**config.mk**
```make
export PLATFORM = sky130hd
export DESIGN_NAME = vx_dispatch_queue
export DESIGN_NICKNAME = d
export VERILOG_FILES = /design/src/rtl/vx_dispatch_queue.sv
export SDC_FILE = /design/constraint.sdc
export NUM_CORES = 1
export LEC_CHECK = 0
export CAP_MARGIN = 0
export CORE_UTILIZATION = 55
export CTS_CLUSTER_DIAMETER = 100
export DETAILED_ROUTE_END_ITERATION = 12
export MAX_ROUTING_LAYER = met4
export PLACE_DENSITY_LB_ADDON = 0.25
export SETUP_SLACK_MARGIN = 0.1
export SLEW_MARGIN = 10
export SYNTH_ARGS = -nofsm -noshare
export SYNTH_HDL_FRONTEND = slang
export SYNTH_SLANG_ARGS = --single-unit
export TNS_END_PERCENT = 1
```
**constraint.sdc**
```tcl
create_clock -name clk -period 13.9 [get_ports clk]
set_input_delay 2.78 -clock clk [delete_from_list [all_inputs] [get_ports clk]]
set_output_delay 2.78 -clock clk [all_outputs]
set_load 0.03 [all_outputs]
```
**src/rtl/vx_dispatch_queue.sv**
```systemverilog
// Dispatch queue: routes each request to one of NUM_CH per-channel FIFOs by ex_type.
// Out-of-range ex_types are NOPs that are accepted, counted and dropped.

module vx_dispatch_lane #(
  parameter int DATAW = 64,
  parameter int DEPTH = 2,
  parameter int CNTW  = $clog2(DEPTH) + 1
) (
  input  logic             clk,
  input  logic             reset,
  input  logic             flush,
  input  logic             push,
  input  logic [DATAW-1:0] push_data,
  input  logic             pop_rdy,
  output logic             valid,
  output logic             full,
  output logic [DATAW-1:0] data,
  output logic [CNTW-1:0]  count
);
  localparam int AW = $clog2(DEPTH);

  logic [DATAW-1:0] mem [DEPTH];
  logic [AW-1:0]    rd_ptr, wr_ptr;
  logic             pop;

  assign valid = (count != '0);
  assign full  = (count == CNTW'(DEPTH));
  assign pop   = valid && pop_rdy && !flush;
  assign data  = mem[rd_ptr];

  // DEPTH is a power of two, so the pointers wrap by plain overflow
  always_ff @(posedge clk or negedge reset) begin
    if (!reset) begin
      rd_ptr <= '0;
      wr_ptr <= '0;
      count  <= '0;
    end else if (flush) begin
      rd_ptr <= '0;
      wr_ptr <= '0;
      count  <= '0;
    end else begin
      if (push) wr_ptr <= wr_ptr + 1'b1;
      if (pop)  rd_ptr <= rd_ptr + 1'b1;
      if (push && !pop)      count <= count + 1'b1;
      else if (!push && pop) count <= count - 1'b1;
    end
  end

  // payload storage needs no reset; count gates visibility
  always_ff @(posedge clk) begin
    if (push) mem[wr_ptr] <= push_data;
  end
endmodule

module vx_dispatch_queue #(
  parameter int NUM_CH = 5,
  parameter int DATAW  = 64,
  parameter int DEPTH  = 2,
  parameter int TYPEW  = 3
) (
  input  logic                                   clk,
  input  logic                                   reset,
  input  logic                                   flush,
  input  logic                                   in_valid,
  output logic                                   in_ready,
  input  logic [TYPEW-1:0]                       in_ex_type,
  input  logic [DATAW-1:0]                       in_data,
  output logic [NUM_CH-1:0]                      out_valid,
  input  logic [NUM_CH-1:0]                      out_ready,
  output logic [NUM_CH*DATAW-1:0]                out_data,
  output logic [NUM_CH*($clog2(DEPTH)+1)-1:0]    out_count,
  output logic [15:0]                            nop_count,
  output logic                                   busy
);
  localparam int CNTW = $clog2(DEPTH) + 1;
  localparam logic [TYPEW:0] NUM_CH_W = (TYPEW+1)'(NUM_CH);

  typedef struct packed {
    logic [TYPEW-1:0] ex_type;
    logic [DATAW-1:0] data;
  } req_t;

  req_t              req;
  logic [NUM_CH-1:0] route, full, push;
  logic              is_nop, fire;

  assign req    = '{ex_type: in_ex_type, data: in_data};
  assign is_nop = ({1'b0, req.ex_type} >= NUM_CH_W);

  always_comb begin
    route = '0;
    for (int k = 0; k < NUM_CH; k++) route[k] = (req.ex_type == TYPEW'(k));
  end

  // ready looks only at occupancy, never at out_ready, so a full lane stays closed while popping
  assign in_ready = !flush && (is_nop || !(|(full & route)));
  assign fire     = in_valid && in_ready;
  assign push     = fire ? route : '0;
  assign busy     = |out_valid;

  always_ff @(posedge clk or negedge reset) begin
    if (!reset)                                  nop_count <= '0;
    else if (fire && is_nop && nop_count != '1)  nop_count <= nop_count + 16'd1;
  end

  for (genvar k = 0; k < NUM_CH; k++) begin : g_lane
    vx_dispatch_lane #(.DATAW(DATAW), .DEPTH(DEPTH), .CNTW(CNTW)) u_lane (
      .clk       (clk),
      .reset     (reset),
      .flush     (flush),
      .push      (push[k]),
      .push_data (req.data),
      .pop_rdy   (out_ready[k]),
      .valid     (out_valid[k]),
      .full      (full[k]),
      .data      (out_data[k*DATAW +: DATAW]),
      .count     (out_count[k*CNTW +: CNTW])
    );
  end
endmodule
```
-- Word level (Yosys, flattened, before mapping)
Memory sizes are Yosys's and may differ from the RTL's.
Index checks and enable logic that the tools add are counted.
W data, S select, Z words.
- $add $sub $neg: 21
- div/mod/pow operators: 0
- $mul: 0
- equality and inequality tests: 10
- reductions and logical operators: 60
- magnitude comparators: 1
- shift operators: 0
- mux-type cells: 46
- bitwise logic cells: 1
- operators by type and width (kind ; count):
    $mux W1 ; 30
    $mux W2 ; 15
    $reduce_bool A2 Y1 ; 15
    $logic_and A1 B1 Y1 ; 24
    $add A16 B1 Y16 const B ; 1
    $ne A16 B16 Y1 const B ; 1
    $reduce_bool A3 Y1 ; 5
    $logic_not A1 Y1 ; 12
    $add A1 B1 Y1 const B ; 10
    $add A2 B1 Y2 const B ; 5
    $eq A2 B2 Y1 const B ; 5
    $reduce_or A5 Y1 ; 2
    $sub A2 B1 Y2 const B ; 5
    $eq A3 B2 Y1 const B ; 2
    $and A5 B5 Y5 ; 1
    $mux W5 ; 1
    $eq A3 B1 Y1 const B ; 1
    $eq A3 B3 Y1 const B ; 1
    $ge A3 B3 Y1 const B ; 1
    $logic_not A3 Y1 ; 1
    $logic_or A1 B1 Y1 ; 1
- bits in latches: 0
- word-level logic and storage cells: 160
- bits in registers: 36
- memory bits (writable): 640
- bits of input ports: 76
- memory bits (read-only): 0
- memories kept: 5
- memory list (name ; words ; bits a word ; read ports ; clocked after Yosys merged registers in ; write ports ; RTL line ; text):
    g_lane[0].u_lane.mem ; 2 ; 64 ; 1 ; 0 ; 1 ; 22 ; logic [DATAW-1:0] mem [DEPTH];
    g_lane[1].u_lane.mem ; 2 ; 64 ; 1 ; 0 ; 1 ; 22 ;
    g_lane[2].u_lane.mem ; 2 ; 64 ; 1 ; 0 ; 1 ; 22 ;
    g_lane[3].u_lane.mem ; 2 ; 64 ; 1 ; 0 ; 1 ; 22 ;
    g_lane[4].u_lane.mem ; 2 ; 64 ; 1 ; 0 ; 1 ; 22 ;

-- Longest topological paths before layout
Gate-level depths: netlist of the first run.
- depth in word-level cells: 13
- depth in mapped cells: 7

-- Cells and area by module
Synthesis of the first run repeated with hierarchy kept, for this count alone.
- cell total of the unflattened synthesis: 1209
- area total of the unflattened synthesis: 25458.2 sq um
- modules (own cells, without submodules) (module ; seq. area each (sq um) ; area an instance (sq um) ; cells an instance ; instances):
    vx_dispatch_lane (g_lane[0].u_lane ...) ; 3943.8 ; 4868.4 ; 223 ; 4
    vx_dispatch_lane (g_lane[4].u_lane) ; 3943.8 ; 5052.3 ; 222 ; 1
    vx_dispatch_queue ; 400.4 ; 932.1 ; 95 ; 1

-- Worst setup path before layout of the first run
Ideal clock, no wire load.
- path type: input port to flip-flop
- from: in flush
- to: mem g_lane[3].u_lane.mem[0][0], enable pin
- slack: 4.120 ns
- stages: 2
- arrival time: 9.136 ns
- required time: 13.256 ns
- cell sequence: nand2b_1 nor4_1
- longest elaborated chain between the ends: 6
- ends and longest elaborated chain (element ; RTL line ; text):
    from (decl) ; 63 ; input logic flush,
    $logic_not A1 Y1 ; 96 ; assign in_ready = !flush && (is_nop || !(|(full & route)));
    $logic_and A1 B1 Y1 ; 96 ;
    $logic_and A1 B1 Y1 ; 97 ; assign fire = in_valid && in_ready;
    $mux W5 ; 98 ; assign push = fire ? route : '0;
    $mux W1 ; 51 ; if (push) mem[wr_ptr] <= push_data;
    $mux W1 (not written as such) ; 51 ;
    to (decl) ; 22 ;
Every way passes these cells.

-- Worst setup path in the final report of the first run
- from: in in_ex_type[2]
- to: out in_ready
- longest elaborated chain between the ends: 6
- elaborated cells on any way between the ends: 11
- classes of those cells: order compare (1); eq/ne (4); bitwise (1); reduce/logical (5)
- ends and longest elaborated chain (element ; RTL line ; text):
    from (decl) ; 66 ; input logic [TYPEW-1:0] in_ex_type,
    $eq A3 B1 Y1 (tied with other cells) ; 92 ; for (int k = 0; k < NUM_CH; k++) route[k] = (req.ex_type == TYPEW'(k));
    $and A5 B5 Y5 ; 96 ;
    $reduce_or A5 Y1 ; 96 ;
    $logic_not A1 Y1 ; 96 ;
    $logic_or A1 B1 Y1 (*) ; 96 ;
    $logic_and A1 B1 Y1 (*) ; 96 ;
    to (decl) ; 65 ; output logic in_ready,
Every way passes the cells marked *; elsewhere a longest branch is shown, timed or not.

==> impl_metrics.csv, run 1 <==
group,metric,value,unit
run_status,outcome,"finished clean",
cts,worst_skew_pair.late_latency,0.61,ns
logic_synthesis,synth_cells,1201,
worst_setup_path,timing.critical_path.required,11.12,ns
drt,viasPerCell,5.57,
logic_synthesis,ys_types,41,
worst_setup_path,rr_startpoint,"g_lane[1].u_lane.count[1]$_DFFE_PN0P_",
logic_synthesis,synthMostInstantiatedCell,"edfxtp_1",
worst_setup_path,crit_buf_inv,2,
logic_synthesis,ys_top_cells_by_count,"edfxtp_1, mux2_2, clkbuf_1, dfrtp_1, xnor2_1",
logic_synthesis,synth.yosys.seq_area_share,0.807,
grt,gr-usage-all-layers,0.258,
cts,post_cts_resize_count,0,
placement,area_post_placement,30000,um^2
sta,finalHoldViolCount,0,
worst_setup_path,r2r-end,"g_lane[1].u_lane.mem[0][55]$_DFFE_PP_",
cts,clock_sink_count,676,
drt,initialDrtViolationCount,903,
logic_synthesis,yosysTopAreaCellShare,0.770,
logic_synthesis,synth_top_flop_cell,"edfxtp_1",
logic_synthesis,synth.ff_latch_count,676,
floorplan,die-area,46200,um^2
sta,worstMarginPinSlew,1.15,ns
final_layout,final_cell_area,32000,um^2
logic_synthesis,synth_fp_nets,1278,
floorplan,initial_utilization,0.560,
placement,gpl_congestion,0.826,
logic_synthesis,synth_top_area_cell,"edfxtp_1",
final_layout,finish.net_count,1746,
worst_setup_path,path_max_fanout,8,
logic_synthesis,synth.area.mux_share,0.145,
floorplan,die_width,215,um
sta,timing.final.crit_period,7.84,ns
sta,timing.final.crit_share,0.564,
min_path,hold_path.startpoint,"nop_count[15]$_DFFE_PN0P_",
worst_setup_path,most_frequent_cp_cell,"clkdlybuf4s50_1",
cts,worst_setup_hold_path_clk_slew,0.06,ns
final_layout,signed_area_change_from_the_synthesized_netlist_to_the_final_layout,28.3,%
logic_synthesis,post_synth_instance_area,24900,um^2
logic_synthesis,postSynthAreaPerCell,20.8,um^2
cts,cts-htree-levels,3,
min_path,worst_hold_path.num_cells,1,
logic_synthesis,synth.top_cells.by_area,"edfxtp_1, mux2_2, dfrtp_1",
sta,fmax,0.128,GHz
drt,detailedRoute.firstPassIterationCount,5,
worst_setup_path,timing.critical_path.cells,"clkdlybuf4s50_1 -> nand3b_1 -> nor2_2 -> nor3_1 -> nor4bb_1 -> clkdlybuf4s50_1",
drt,ant_nets,0,
logic_synthesis,xor_and_xnor_fraction_of_the_mapped_netlist_area,0.0112,
drt,detail_route.wl_per_cell,24.8,um
floorplan,num_rows,77,
worst_setup_path,timing.critical_path.slowest_stage_cell,"clkdlybuf4s50_1",
logic_synthesis,synth_compound_area_frac,0.00396,
drt,routed_wirelength,57400,um
sta,clock-skew-final,0.0239,ns
power,static_leakage_power,10.5,nW
worst_setup_path,timing.critical_path.from,"in_ex_type[2]",
logic_synthesis,combinational_family_with_the_most_area_after_synthesis,"multiplexers",
power,power_density,131,nW/um^2
worst_setup_path,worst_setup_start_kind,"input pin",
worst_setup_path,critical_path.top_delay_family,"buffers and inverters",
logic_synthesis,ys_async_sr_fraction,0.0533,
flow_run,timing.max_cap.violations,0,
power,max-vdd-ir-drop,0.121,mV
drt,drc,0,
worst_setup_path,setup.worst_path.class,"input pin to primary output",
sta,finalSetupViolations,0,
sta,max_slew_margin,0.234,
grt,grt_start_max_net_pins,66,
cts,clk_path_buf_depth,3,
logic_synthesis,synthAdderAreaFrac,0.000502,
final_layout,fill_cells,2796,
floorplan,io-pin-count,429,
cts,cts_tree,"built",
grt,grt_antenna_before_repair,2,
sta,setup_tns,0,ns
drt,vias,12900,
cts,hold_buffers_post_cts,0,
worst_setup_path,reg2regPathDepth,4,
worst_setup_path,critical_path_arrival,5.06,ns
logic_synthesis,synth_enable_flop_cells,640,
placement,place_hpwl,33700,um
logic_synthesis,yosys_warnings,0,
sta,slew_viol_final,0,
floorplan,dieHeight,215,um
final_layout,drive_gt1_frac,0.262,
logic_synthesis,post_synth_and_or_nand_nor_area_fraction,0.0234,
cts,post_cts_setup_repair_bufs,0,
cts,clockRootBuffer,"clkbuf_16",
sta,rsz_0062_raised_after_global_routing,"false",
worst_setup_path,ff2ff_setup_slack,10.77,ns
min_path,hold_path_class,"register to register",
grt,final_global_route_overflow_total,0,
floorplan,core-area,44500,um^2
cts,cts-buffers-inserted,68,
worst_setup_path,timing.critical_path.to_type,"primary output",
min_path,endpoint_of_the_worst_hold_timing_path,"nop_count[15]$_DFFE_PN0P_",
worst_setup_path,critPathMaxStageDelay,0.74,ns
placement,port-buffer-count,428,
grt,first_global_vias,13300,
grt,grt_pass1_wl,84500,um
-- power breakdown --
part	switching (mW)	leakage, nW	internal [mW]
clock	0.733	1.00	0.944
sequential	0.0258	6.25	2.25
combinational	0.144	3.23	0.108
-- per-stage QoR --
step	power (mW)	util	cells	hold WS (ns)	worst slack (ns)
6_report	4.20	0.719	2317	0.510	6.06
2_1_floorplan	2.44	-	1201	0.519	4.12
5_1_grt	4.32	0.719	2316	0.529	6.00
4_1_cts	4.24	0.719	2314	0.505	6.06
3_5_place_dp	2.57	0.673	2191	0.494	6.06
3_3_place_gp	2.56	0.673	2191	0.483	6.12
-- cells in the final DEF, fill, tap and decap left out, types with 3 or more instances in the layout --
master / count
edfxtp_1: 640
clkdlybuf4s50_1: 428
mux2_2: 322
clkbuf_16: 70
dfrtp_1: 31
xnor2_1: 24
nor2_1: 20
nand2_1: 18
clkinv_1: 18
clkbuf_1: 16
buf_4: 14
nand3_1: 12
clkinv_2: 12
inv_1: 9
xor2_1: 8
nand4_1: 6
o21ai_0: 6
or2_2: 5
dfrtp_4: 5
and3_1: 4
inv_6: 4
diode_2: 3
nand2b_1: 3
nor4b_1: 3
and2_4: 3
nor3b_1: 3
nor3_1: 3
a21oi_1: 3
-- final cells by class --
cell class | count | area (um^2) | share of cell area
diodes | 3 | 7.51 | 0.000235
inverters | 9 | 33.8 | 0.00106
clock buffers | 86 | 1810 | 0.0566
flip-flops and latches | 676 | 20100 | 0.629
well taps | 592 | 741 | 0.0232
clock inverters | 37 | 218 | 0.00680
multi-input cells | 472 | 4660 | 0.146
repair buffers | 442 | 4390 | 0.137
-- metal layers --
layer	up-vias	part of all wire	GRT usage
met5	-	0	-
met2	514	0.49	0.409
met4	0	0.030	0.0877
met3	107	0.096	0.0917
li1	5660	-	-
met1	6616	0.38	0.308
-- state kept, by name (all words and copies together) (netlist names) --
register / cells
g_lane.u_lane.wr_ptr: 5
nop_count: 16
g_lane.u_lane.count: 10
g_lane.u_lane.mem: 640
g_lane.u_lane.rd_ptr: 5
-- how the worst max path moves through the flow --
stage                                                      end  slack, ns  cells past startpoint
after detailed placement                              in_ready       6.06                      6
final                                                 in_ready       6.06                      6
after global placement                                in_ready       6.12                      6
after global routing                                  in_ready       6.00                      6
after floorplan           g_lane[3].u_lane.mem[0][0]$_DFFE_PP_       4.12                      2
after CTS                                             in_ready       6.06                      6
-- cells by family (layout without fill, tap and decap cells) --
logic type | Yosys count | in the layout
flops | 676 | 676
other cells | 0 | 3
compound gates | 15 | 15
simple gates | 102 | 102
buf+inv | 53 | 574
mux | 322 | 322
xor+xnor | 32 | 32
fa+ha+maj | 1 | 1
Power figures use the tool's default switching activity.
==> run 2, diff against run 1 <==
- CORE_UTILIZATION: 55 -> 48
- clock period: 13.9 -> 6.5 ns (I/O delays scaled with it)
==> impl_metrics.csv, run 2 (synthesis results as in run 1) <==
group,metric,value,unit
cts,hold_buffers_post_cts,0,
floorplan,dieHeight,230,um
grt,final_global_route_overflow_total,0,
cts,cts_tree,"built",
power,power_density,282,nW/um^2
final_layout,drive_gt1_frac,0.261,
final_layout,area_used_by_multi_input_combinational_logic,4660,um^2
sta,timing.final.crit_period,4.92,ns
grt,grt_start_max_net_pins,66,
final_layout,post-route-util,0.627,
placement,placed_cells,2280,
final_layout,finish.net_count,1748,
final_layout,top_flop_regs,"g_lane.u_lane.mem (640), nop_count (16), g_lane.u_lane.count (10)",
cts,cts-htree-levels,3,
worst_setup_path,reg2regPathDepth,4,
final_layout,max_ffs_per_register,640,
power,max-vdd-ir-drop,0.218,mV
worst_setup_path,timing.critical_path.to_type,"primary output",
final_layout,register_area,20100,um^2
floorplan,initial_utilization,0.486,
sta,finalHoldViolCount,0,
sta,slew_viol_final,0,
final_layout,layout_common_cells,"edfxtp_1, clkdlybuf4s50_1, mux2_2",
cts,worst_skew_pair.late_latency,0.61,ns
flow_run,timing.max_cap.violations,0,
drt,vias,12700,
floorplan,die_width,230,um
sta,finalSetupViolations,0,
drt,initialDrtViolationCount,870,
final_layout,post_layout_nonfiller_instances,2402,
cts,cts-buffers-inserted,69,
drt,detailedRoute.firstPassIterationCount,4,
drt,routed_wirelength,56900,um
cts,clock_sink_count,676,
min_path,worst_hold_path.num_cells,1,
worst_setup_path,worst_setup_start_kind,"input pin",
min_path,hold_path_class,"register to register",
cts,clk_path_buf_depth,3,
sta,clock-skew-final,0.0214,ns
power,static_leakage_power,10.5,nW
placement,gpl_congestion,0.863,
sta,fmax,0.203,GHz
placement,place_hpwl,35200,um
cts,post_cts_setup_repair_bufs,0,
cts,worst_setup_hold_path_clk_slew,0.05,ns
run_status,outcome,"finished clean",
worst_setup_path,path_max_fanout,8,
placement,port-buffer-count,428,
final_layout,signed_area_change_from_the_synthesized_netlist_to_the_final_layout,28.9,%
worst_setup_path,setup.worst_path.class,"input pin to primary output",
grt,first_global_vias,13000,
sta,timing.final.crit_share,0.757,
floorplan,io-pin-count,429,
floorplan,die-area,52900,um^2
final_layout,most_common_library_cell_in_the_layout_ignoring_fill_and_taps,"edfxtp_1",
sta,worstMarginPinSlew,1.13,ns
drt,viasPerCell,5.30,
drt,ant_nets,0,
final_layout,fill_cells,3655,
cts,clockRootBuffer,"clkbuf_16",
floorplan,num_rows,83,
worst_setup_path,timing.critical_path.required,5.20,ns
drt,detail_route.wl_per_cell,23.7,um
drt,drc,0,
sta,rsz_0062_raised_after_global_routing,"false",
sta,max_slew_margin,0.250,
grt,gr-usage-all-layers,0.222,
sta,setup_tns,0,ns
grt,grt_antenna_before_repair,1,
cts,post_cts_resize_count,0,
final_layout,largest-register,"g_lane.u_lane.mem",
floorplan,core-area,51300,um^2
grt,grt_pass1_wl,83800,um
worst_setup_path,critical_path_arrival,3.62,ns
sta,final_hold_slack,0.522,ns
run 2: final timing paths:
check	slack (ns)	end	start
worst max register to register	3.63	g_lane[4].u_lane.mem[0][8]$_DFFE_PP_	g_lane[4].u_lane.count[0]$_DFFE_PN0P_
max in group asynchronous	5.00	g_lane[1].u_lane.rd_ptr$_DFFE_PN0P_	reset
worst min register to register	0.52	nop_count[15]$_DFFE_PN0P_	nop_count[15]$_DFFE_PN0P_
worst min-delay path	0.52	nop_count[15]$_DFFE_PN0P_	nop_count[15]$_DFFE_PN0P_
worst max-delay path	1.58	in_ready	in_ex_type[2]
min in group asynchronous	1.12	g_lane[2].u_lane.count[0]$_DFFE_PN0P_	reset
run 2: area by class of cell:
cell class              instances  area share
flip-flops and latches        676       0.626
multi-input cells             472       0.145
repair buffers                443       0.137
clock buffers                  83      0.0573
well taps                     680      0.0265
clock inverters                38     0.00681
inverters                       9     0.00105
diodes                          1   0.0000778
run 2: through the flow:
step | setup WS (ns) | instance area [um^2] | power [mW]
2_1_floorplan | -0.587 | 25000 | 5.21
3_3_place_gp | 1.62 | 30100 | 5.49
3_5_place_dp | 1.62 | 30100 | 5.50
4_1_cts | 1.61 | 32200 | 9.13
5_1_grt | 1.52 | 32200 | 9.33
6_report | 1.58 | 32200 | 9.07
run 2: critical path: stages:
cell	delay, ns
clkdlybuf4s50_1	0.61
nand3b_1	0.28
nor2_2	0.14
nor3_1	0.17
nor4bb_1	0.37
clkdlybuf4s50_1	0.75
run 2: where the power goes:
part | total (mW) | internal [mW] | switching [mW]
registers | 4.86 | 4.81 | 0.0549
clock network | 3.66 | 2.06 | 1.60
logic | 0.543 | 0.232 | 0.311
run 2: routing by layer:
layer,vias to the layer above,global-route usage,share of wire
met5,-,-,0
li1,5638,-,-
met4,0,0.0662,0.026
met1,6596,0.287,0.42
met3,93,0.0616,0.071
met2,403,0.344,0.49
